## src/rtl/decode_pkg.sv

```systemverilog
// decode_pkg: opcodes, ALU codes, micro-op struct and decode helpers shared by the decode stage.
//   OPC_*        6-bit opcodes (0x00-0x10 legal, anything above is illegal)
//   ALU_OP_*     4-bit ALU selects, ALU_OP_NONE for non-ALU and illegal ops
//   uop_t        fully decoded micro-op carried through the skid buffer
//   UOP_RST      micro-op value seen on the outputs after reset
//   decode_instr pure decode of a 32-bit instruction word (hazard bit left 0)
//   src_use      which source fields an opcode reads, {rsrc2, rsrc1}
package decode_pkg;
    localparam logic [5:0] OPC_LDI  = 6'h00;
    localparam logic [5:0] OPC_MOV  = 6'h01;
    localparam logic [5:0] OPC_LD   = 6'h02;
    localparam logic [5:0] OPC_ST   = 6'h03;
    localparam logic [5:0] OPC_ADD  = 6'h04;
    localparam logic [5:0] OPC_SUB  = 6'h05;
    localparam logic [5:0] OPC_NEG  = 6'h06;
    localparam logic [5:0] OPC_MUL  = 6'h07;
    localparam logic [5:0] OPC_AND  = 6'h08;
    localparam logic [5:0] OPC_OR   = 6'h09;
    localparam logic [5:0] OPC_XOR  = 6'h0A;
    localparam logic [5:0] OPC_NAND = 6'h0B;
    localparam logic [5:0] OPC_NOR  = 6'h0C;
    localparam logic [5:0] OPC_XNOR = 6'h0D;
    localparam logic [5:0] OPC_NOT  = 6'h0E;
    localparam logic [5:0] OPC_SHL  = 6'h0F;
    localparam logic [5:0] OPC_SHR  = 6'h10;

    localparam logic [3:0] ALU_OP_ADD  = 4'd0;
    localparam logic [3:0] ALU_OP_SUB  = 4'd1;
    localparam logic [3:0] ALU_OP_NEG  = 4'd2;
    localparam logic [3:0] ALU_OP_MUL  = 4'd3;
    localparam logic [3:0] ALU_OP_AND  = 4'd4;
    localparam logic [3:0] ALU_OP_OR   = 4'd5;
    localparam logic [3:0] ALU_OP_XOR  = 4'd6;
    localparam logic [3:0] ALU_OP_NAND = 4'd7;
    localparam logic [3:0] ALU_OP_NOR  = 4'd8;
    localparam logic [3:0] ALU_OP_XNOR = 4'd9;
    localparam logic [3:0] ALU_OP_NOT  = 4'd10;
    localparam logic [3:0] ALU_OP_SHL  = 4'd11;
    localparam logic [3:0] ALU_OP_SHR  = 4'd12;
    localparam logic [3:0] ALU_OP_NONE = 4'd15;

    typedef struct packed {
        logic [5:0]  opc;
        logic [3:0]  alu_op;
        logic [4:0]  rdst;
        logic [4:0]  rdst2;
        logic [4:0]  rsrc1;
        logic [4:0]  rsrc2;
        logic [15:0] imm;
        logic [7:0]  addr;
        logic        we;
        logic        mem_rd;
        logic        mem_wr;
        logic        illegal;
        logic        raw_hazard;
    } uop_t;

    localparam uop_t UOP_RST = '{alu_op: ALU_OP_NONE, default: '0};

    function automatic uop_t decode_instr(input logic [31:0] i);
        uop_t u;
        logic [5:0] o;
        o = i[31:26];
        u = '0;
        u.opc = o;
        u.alu_op = ALU_OP_NONE;
        if (o == OPC_LDI) begin
            u.rdst = i[25:21];
            u.imm  = i[15:0];
            u.we   = 1'b1;
        end else if (o == OPC_MOV) begin
            u.rdst  = i[25:21];
            u.rsrc2 = i[4:0];
            u.we    = 1'b1;
        end else if (o == OPC_LD) begin
            u.rdst   = i[25:21];
            u.addr   = i[7:0];
            u.mem_rd = 1'b1;
            u.we     = 1'b1;
        end else if (o == OPC_ST) begin
            u.addr   = i[25:18];
            u.rsrc2  = i[4:0];
            u.mem_wr = 1'b1;
        end else if (o <= OPC_SHR) begin
            // ALU opcodes are contiguous, so the select is the offset from ADD
            u.alu_op = 4'(o - OPC_ADD);
            u.rdst2  = i[25:21];
            u.rdst   = i[20:16];
            u.rsrc2  = i[9:5];
            u.rsrc1  = i[4:0];
            u.we     = 1'b1;
        end else begin
            u.illegal = 1'b1;
        end
        return u;
    endfunction

    function automatic logic [1:0] src_use(input logic [5:0] o);
        return (o == OPC_MOV || o == OPC_ST)            ? 2'b10 :
               (o == OPC_NEG || o == OPC_NOT)           ? 2'b01 :
               (o >= OPC_ADD && o <= OPC_SHR)           ? 2'b11 : 2'b00;
    endfunction
endpackage

```

## src/rtl/uop_skid_buf.sv

```systemverilog
// uop_skid_buf: 2-entry valid/ready buffer (output register + skid register).
//   clk, rst              clock, synchronous active-high reset
//   in_valid/in_ready     upstream handshake; in_ready comes straight from a flop
//   in_data [W]           payload accepted on in_valid && in_ready
//   out_valid/out_ready   downstream handshake
//   out_data [W]          output register, held while out_valid && !out_ready
//   RST                   value loaded into both data registers on reset
module uop_skid_buf #(
    parameter int W = 8,
    parameter logic [W-1:0] RST = '0
) (
    input  logic         clk,
    input  logic         rst,
    input  logic         in_valid,
    output logic         in_ready,
    input  logic [W-1:0] in_data,
    output logic         out_valid,
    input  logic         out_ready,
    output logic [W-1:0] out_data
);
    logic         skid_valid;
    logic [W-1:0] skid_data;
    logic         acc;
    logic         drain;

    assign in_ready = !skid_valid;
    assign acc      = in_valid && in_ready;
    assign drain    = out_valid && out_ready;

    // Skid only fills when the output is stalled; it always promotes before new input is taken.
    always_ff @(posedge clk) begin
        if (rst) begin
            out_valid  <= 1'b0;
            out_data   <= RST;
            skid_valid <= 1'b0;
            skid_data  <= RST;
        end else if (skid_valid) begin
            if (drain) begin
                out_data   <= skid_data;
                skid_valid <= 1'b0;
            end
        end else if (!out_valid || drain) begin
            out_valid <= acc;
            if (acc)
                out_data <= in_data;
        end else if (acc) begin
            skid_valid <= 1'b1;
            skid_data  <= in_data;
        end
    end
endmodule

```

## src/rtl/instr_decode_stage.sv

```systemverilog
// instr_decode_stage: pipelined decode with 2-entry skid buffer and RAW hazard flag.
//   clk, rst                 clock, synchronous active-high reset
//   in_valid/in_ready/in_instr   fetch side handshake and raw instruction
//   out_valid/out_ready      execute side handshake
//   out_opc .. out_illegal   registered decoded micro-op fields
//   out_raw_hazard           a used source matches the previous op's written register
//   DECODE_STATS_EN          when defined adds saturating stat_issued/stat_illegal/stat_hazard
module instr_decode_stage
    import decode_pkg::*;
#(
    parameter int INSTR_W = 32,
    parameter int REG_AW  = 5,
    parameter int DATA_W  = 16,
    parameter int ADDR_W  = 8
) (
    input  logic               clk,
    input  logic               rst,
    input  logic               in_valid,
    output logic               in_ready,
    input  logic [INSTR_W-1:0] in_instr,
    output logic               out_valid,
    input  logic               out_ready,
    output logic [5:0]         out_opc,
    output logic [3:0]         out_alu_op,
    output logic [REG_AW-1:0]  out_rdst,
    output logic [REG_AW-1:0]  out_rdst2,
    output logic [REG_AW-1:0]  out_rsrc1,
    output logic [REG_AW-1:0]  out_rsrc2,
    output logic [DATA_W-1:0]  out_imm,
    output logic [ADDR_W-1:0]  out_addr,
    output logic               out_we,
    output logic               out_mem_rd,
    output logic               out_mem_wr,
    output logic               out_illegal,
    output logic               out_raw_hazard
`ifdef DECODE_STATS_EN
   ,output logic [15:0]        stat_issued,
    output logic [15:0]        stat_illegal,
    output logic [15:0]        stat_hazard
`endif
);
    uop_t       dec;
    uop_t       dec_h;
    uop_t       cur;
    logic [31:0] iw;
    logic [1:0] use_src;
    logic       prev_we;
    logic [4:0] prev_rd;
    logic       hz;
    logic       hist_we;
    logic [4:0] hist_rdst;
    logic       xfer;

    assign iw      = {in_instr[INSTR_W-1 -: 6], in_instr[25:0]};
    assign dec     = decode_instr(iw);
    assign use_src = src_use(dec.opc);
    assign xfer    = out_valid && out_ready;

    // The op immediately ahead in program order is the one in the output register
    // when it is occupied (it transfers first), otherwise the last transferred op.
    assign prev_we = out_valid ? cur.we   : hist_we;
    assign prev_rd = out_valid ? cur.rdst : hist_rdst;
    assign hz      = prev_we && ((use_src[0] && dec.rsrc1 == prev_rd) ||
                                 (use_src[1] && dec.rsrc2 == prev_rd));

    always_comb begin
        dec_h = dec;
        dec_h.raw_hazard = hz;
    end

    uop_skid_buf #(
        .W   ($bits(uop_t)),
        .RST (UOP_RST)
    ) u_skid (
        .clk       (clk),
        .rst       (rst),
        .in_valid  (in_valid),
        .in_ready  (in_ready),
        .in_data   (dec_h),
        .out_valid (out_valid),
        .out_ready (out_ready),
        .out_data  (cur)
    );

    always_ff @(posedge clk) begin
        if (rst) begin
            hist_we   <= 1'b0;
            hist_rdst <= '0;
        end else if (xfer) begin
            hist_we   <= cur.we;
            hist_rdst <= cur.rdst;
        end
    end

    assign out_opc        = cur.opc;
    assign out_alu_op     = cur.alu_op;
    assign out_rdst       = REG_AW'(cur.rdst);
    assign out_rdst2      = REG_AW'(cur.rdst2);
    assign out_rsrc1      = REG_AW'(cur.rsrc1);
    assign out_rsrc2      = REG_AW'(cur.rsrc2);
    assign out_imm        = DATA_W'(cur.imm);
    assign out_addr       = ADDR_W'(cur.addr);
    assign out_we         = cur.we;
    assign out_mem_rd     = cur.mem_rd;
    assign out_mem_wr     = cur.mem_wr;
    assign out_illegal    = cur.illegal;
    assign out_raw_hazard = cur.raw_hazard;

`ifdef DECODE_STATS_EN
    always_ff @(posedge clk) begin
        if (rst) begin
            stat_issued  <= '0;
            stat_illegal <= '0;
            stat_hazard  <= '0;
        end else if (xfer) begin
            stat_issued  <= stat_issued + 16'(stat_issued != 16'hFFFF);
            stat_illegal <= stat_illegal + 16'(cur.illegal && stat_illegal != 16'hFFFF);
            stat_hazard  <= stat_hazard + 16'(cur.raw_hazard && stat_hazard != 16'hFFFF);
        end
    end
`endif
endmodule

```

## config.mk

```make
export PLATFORM = sky130hd
export DESIGN_NAME = instr_decode_stage
export DESIGN_NICKNAME = d
export VERILOG_FILES = /design/src/rtl/decode_pkg.sv /design/src/rtl/uop_skid_buf.sv /design/src/rtl/instr_decode_stage.sv
export SDC_FILE = /design/constraint.sdc
export NUM_CORES = 1
export LEC_CHECK = 0
export CORE_UTILIZATION = 48
export DETAILED_ROUTE_END_ITERATION = 7
export GPL_TIMING_DRIVEN = 0
export PLACE_DENSITY = 0.81
export SKIP_LAST_GASP = 1
export SLEW_MARGIN = 20
export SYNTH_ARGS = -nofsm -noshare
export SYNTH_HDL_FRONTEND = slang
export SYNTH_SLANG_ARGS = --single-unit
export TNS_END_PERCENT = 50
```

## constraint.sdc

```tcl
create_clock -name clk -period 1.9 [get_ports clk]
set_input_delay 0.19 -clock clk [delete_from_list [all_inputs] [get_ports clk]]
set_output_delay 0.19 -clock clk [all_outputs]
set_load 0.05 [all_outputs]
```

==> run metrics, run 1 <==
tightest slew margin relative to the limit=approximately half; area occupied by multi-input gates=just under 3000 um2; clock transition time at the flip-flop clock pins of the worst setup and hold paths=about 60 ps; Die Ht=about 110 um; number of buffers added on ports=roughly 90; timing-limited maximum frequency=a little over 500 MHz; critical path type=reg -> reg; flip-flop and latch area=2530 um2; crit-path cells=buf_6 > mux2_4 > or3_1 > a21oi_1 > o21ai_1 > a2111oi_2 > a31oi_1 > o21ai_1; most frequent cells in the layout=128 x sky130_fd_sc_hd__nand2_1, 123 x sky130_fd_sc_hd__dfxtp_1, 87 x sky130_fd_sc_hd__a21oi_1, 87 x sky130_fd_sc_hd__clkdlybuf4s50_1, 66 x sky130_fd_sc_hd__nor2_1; status=complete, but fails checks; number of placement rows=39; Filler cells=~970; final setup violation count=6; number of distinct standard cells referenced by the synthesized netlist=47; largest net degree at the start of global routing=17; number of nets with antenna violations after detailed routing=0; P_int=5.24 mW; combined buffer and inverter count along the critical path=1; clock power share=between 40% and 50%; Final Wtd Congestion=0.934; post-layout utilization of the core=roughly two thirds; area share of the largest cell type after synthesis=44.2%; Synthesized Nets=between 700 and 800; global-route wire length before repair=between 20 and 30 mm; total power of the final layout=~7.4 mW; top post-synthesis cells by area=sky130_fd_sc_hd__dfxtp_1 44%, sky130_fd_sc_hd__nand2_1 8.4%, sky130_fd_sc_hd__a21oi_1 7.6%; clock buffer count from CTS=17; Maximum Capacitance Violations=0; standard cell with the maximum stage delay on the critical path=sky130_fd_sc_hd__dfxtp_4; endpoints failing hold=0; First-pass DRT Iterations=8; Worst Tran Pin Value=729 ps; Nets=~880; I/O Pins=97; ratio of final minimum period to clock period=105%; placed instance area=about 7000 um2; layout cells sized above 1=roughly an eighth; Post-synth ARST share=0%; most common library cell in the layout ignoring fill and taps=sky130_fd_sc_hd__nand2_1; startpoint of the worst setup timing path=u_skid.out_valid$_SDFFE_PP0P_; routed length per instance=19.6 um; type of the tightest min-delay check=in -> reg; share of power burned in combinational logic=~18%; kind of launch point of the worst setup path=flop; sink count of the clock tree=126; portion of the post-synthesis area used by sequential elements=~44%; Worst Hold Margin=95.2 ps; average size of a mapped cell=~7.9 um2; data arrival time of the critical path=between 2000 and 2500 ps; DRC errors left=6; synthesized instance count=around 720; unrepaired setup endpoints after global routing=yes; failing checks=DRC, setup timing; later-pin clock latency in the skew report=between 400 and 500 ps; vias=roughly 6.1k; Syn. warnings=0; detailed-route vias per instance=between 6 and 7; number of enable flip-flop cells after synthesis=0; reported net switching power=about 2.2 mW; Tot GR Track Use=31.3%; Pleak=2.70 nW; Layout area overhead=33.2%; worst-case vdd ir drop=roughly 0.00051 V; die outline area=12300 um2; minimum clock period after layout=1990 ps; delay contributed by the slowest stage of the critical path=370 ps; cell area after synthesis=approximately 5700 um2; cell type with the largest total area after synthesis=sky130_fd_sc_hd__dfxtp_1; antenna violations before repair=0; post-route standard cell area excluding fillers=approximately 7600 um2; clock root buffer=sky130_fd_sc_hd__clkbuf_16; worst-case clock buffer depth=2; total overflow reported by the global router=0; CP top delay family=compound AO/OA/AOI/OAI gates; number of H-tree levels=4; dominant synthesized flop cell=sky130_fd_sc_hd__dfxtp_1; placeable core area=approximately 12000 um2; final routed wirelength across all metal layers=around 20 mm; Initial Utilization=around 50%; Reg power frac=approximately two fifths; Final Worst Setup Slack=-85.8 ps; Worst Path Max Fanout=4; share of total power consumed by net switching=roughly 29%; Final HPWL DP=around 14 mm; hold path startpoint=in_instr[28]; final setup skew=about 5.5 ps; synthesized flop and latch total=about 130; die boundary width=roughly 110 um; violation count after the first detailed-routing iteration=680; Most Frequent Cell on Critical Path=sky130_fd_sc_hd__o21ai_1; category of the worst setup path capture point=flop; via count of the first global-routing pass=~5.6k; Reg2Reg Launch Point=u_skid.out_valid$_SDFFE_PP0P_; count of inserted antenna diode cells=0; data required time of the worst path=about 2300 ps; power density of the placed cells=approximately 980 nW/um2; CTS tree=done; max-slew violations=0
==> worst reg2reg max path, stage by stage, from the launching register on <==
cell and delay, ps:
sky130_fd_sc_hd__dfxtp_4 370, sky130_fd_sc_hd__buf_6 120, sky130_fd_sc_hd__mux2_4 310, sky130_fd_sc_hd__or3_1 310, sky130_fd_sc_hd__a21oi_1 130, sky130_fd_sc_hd__o21ai_1 90, sky130_fd_sc_hd__a2111oi_2 320, sky130_fd_sc_hd__a31oi_1 120
sky130_fd_sc_hd__o21ai_1 160
==> power groups by stage <==
stage               clock (mW)  combinational, mW  sequential (mW)
floorplan                    0              0.476             3.20
global route              3.36               1.40             2.85
CTS                       3.25               1.29             2.84
finish                    3.24               1.34             2.84
detailed placement           0               1.26             2.90
global placement             0               1.23             2.89
==> cells in the mapped netlist (4+ instances only) <==
master and instances:
sky130_fd_sc_hd__nor3_1 16, sky130_fd_sc_hd__o21ai_0 25, sky130_fd_sc_hd__dfxtp_1 126, sky130_fd_sc_hd__clkbuf_1 47, sky130_fd_sc_hd__a31oi_1 4, sky130_fd_sc_hd__a211o_1 8, sky130_fd_sc_hd__nand3_1 26, sky130_fd_sc_hd__buf_2 10
sky130_fd_sc_hd__and3_1 26, sky130_fd_sc_hd__a22oi_1 20, sky130_fd_sc_hd__nor2_1 67, sky130_fd_sc_hd__a211oi_1 53, sky130_fd_sc_hd__a21oi_1 87, sky130_fd_sc_hd__buf_1 9, sky130_fd_sc_hd__inv_1 7, sky130_fd_sc_hd__ha_1 4
sky130_fd_sc_hd__mux2_2 4, sky130_fd_sc_hd__mux2i_1 11, sky130_fd_sc_hd__buf_4 4, sky130_fd_sc_hd__a311oi_1 6, sky130_fd_sc_hd__nand2_1 128
==> state kept, by name (all words and copies together) (netlist names) <==
name               count
u_skid.skid_valid      1
u_skid.skid_data      59
hist_rdst              5
u_skid.out_data       59
u_skid.out_valid       1
hist_we                1
==> per-layer routing <==
| layer | share of wire, % | vias to the layer above | global-route usage, % |
|---|---|---|---|
| met5 | 0 | - | 0 |
| met4 | 4.2 | 0 | 16.8 |
| met3 | 8.9 | 62 | 6.29 |
| met2 | 45 | 369 | 48.8 |
| met1 | 42 | 2897 | 41.0 |
| li1 | - | 2802 | - |
==> worst paths after layout <==
path                            cells past startpoint  slack (ps)                                 to
worst max register to register                      8         -90   u_skid.skid_data[0]$_SDFFE_PP0P_
worst min register to register                      2         450    u_skid.out_data[8]$_SDFFE_PP0P_
worst min-delay path                                3         100  u_skid.skid_data[55]$_SDFFE_PP0P_
worst max-delay path                                8         -90   u_skid.skid_data[0]$_SDFFE_PP0P_
==> layout make-up <==
class / instances / area share (%)
multi-input combinational: 520 / 38.9
buffer: 68 / 4.46
sequential: 126 / 33.3
inverter: 7 / 0.346
timing repair buffer: 99 / 13.0
clock inverter: 9 / 1.43
tap: 143 / 2.35
clock buffer: 23 / 6.29
==> stage by stage <==
stage | std cells | setup WS [ps] | setup TNS [ps]
final | 995 | -85.8 | -289
after global routing | 995 | -195 | -886
after CTS | 995 | -139 | -1220
after detailed placement | 958 | -1100 | -91770
after global placement | 958 | -1050 | -85210
after floorplan | 724 | 10.2 | 0
==> cell families after synthesis <==
| group | after synthesis | share of synthesized area (%) |
|---|---|---|
| AO/OA/AOI/OAI | 219 | 24.3 |
| XOR/XNOR | 2 | 0.307 |
| adder cells (fa/ha/maj) | 4 | 0.877 |
| buffers and inverters | 78 | 5.74 |
| flip-flops | 126 | 44.2 |
| multiplexers | 16 | 2.96 |
| AND/OR/NAND/NOR | 279 | 21.6 |
==> timing repair <==
| item | in CTS | in global routing |
|---|---|---|
| setup endpoints to repair | 122 | 120 |
| cloned | 0 | 0 |
| resized for setup | 31 | 50 |
| hold buffers | 0 | 0 |
| setup buffers | 5 | 3 |
| pin swaps | 6 | 6 |
(Power assumes the default switching activity.)
==> run 2, diff against run 1 <==
CAP_MARGIN = 5   (was default)
==> results of run 2 <==
Final layout, timing and power as in run 1 (identical DEF).
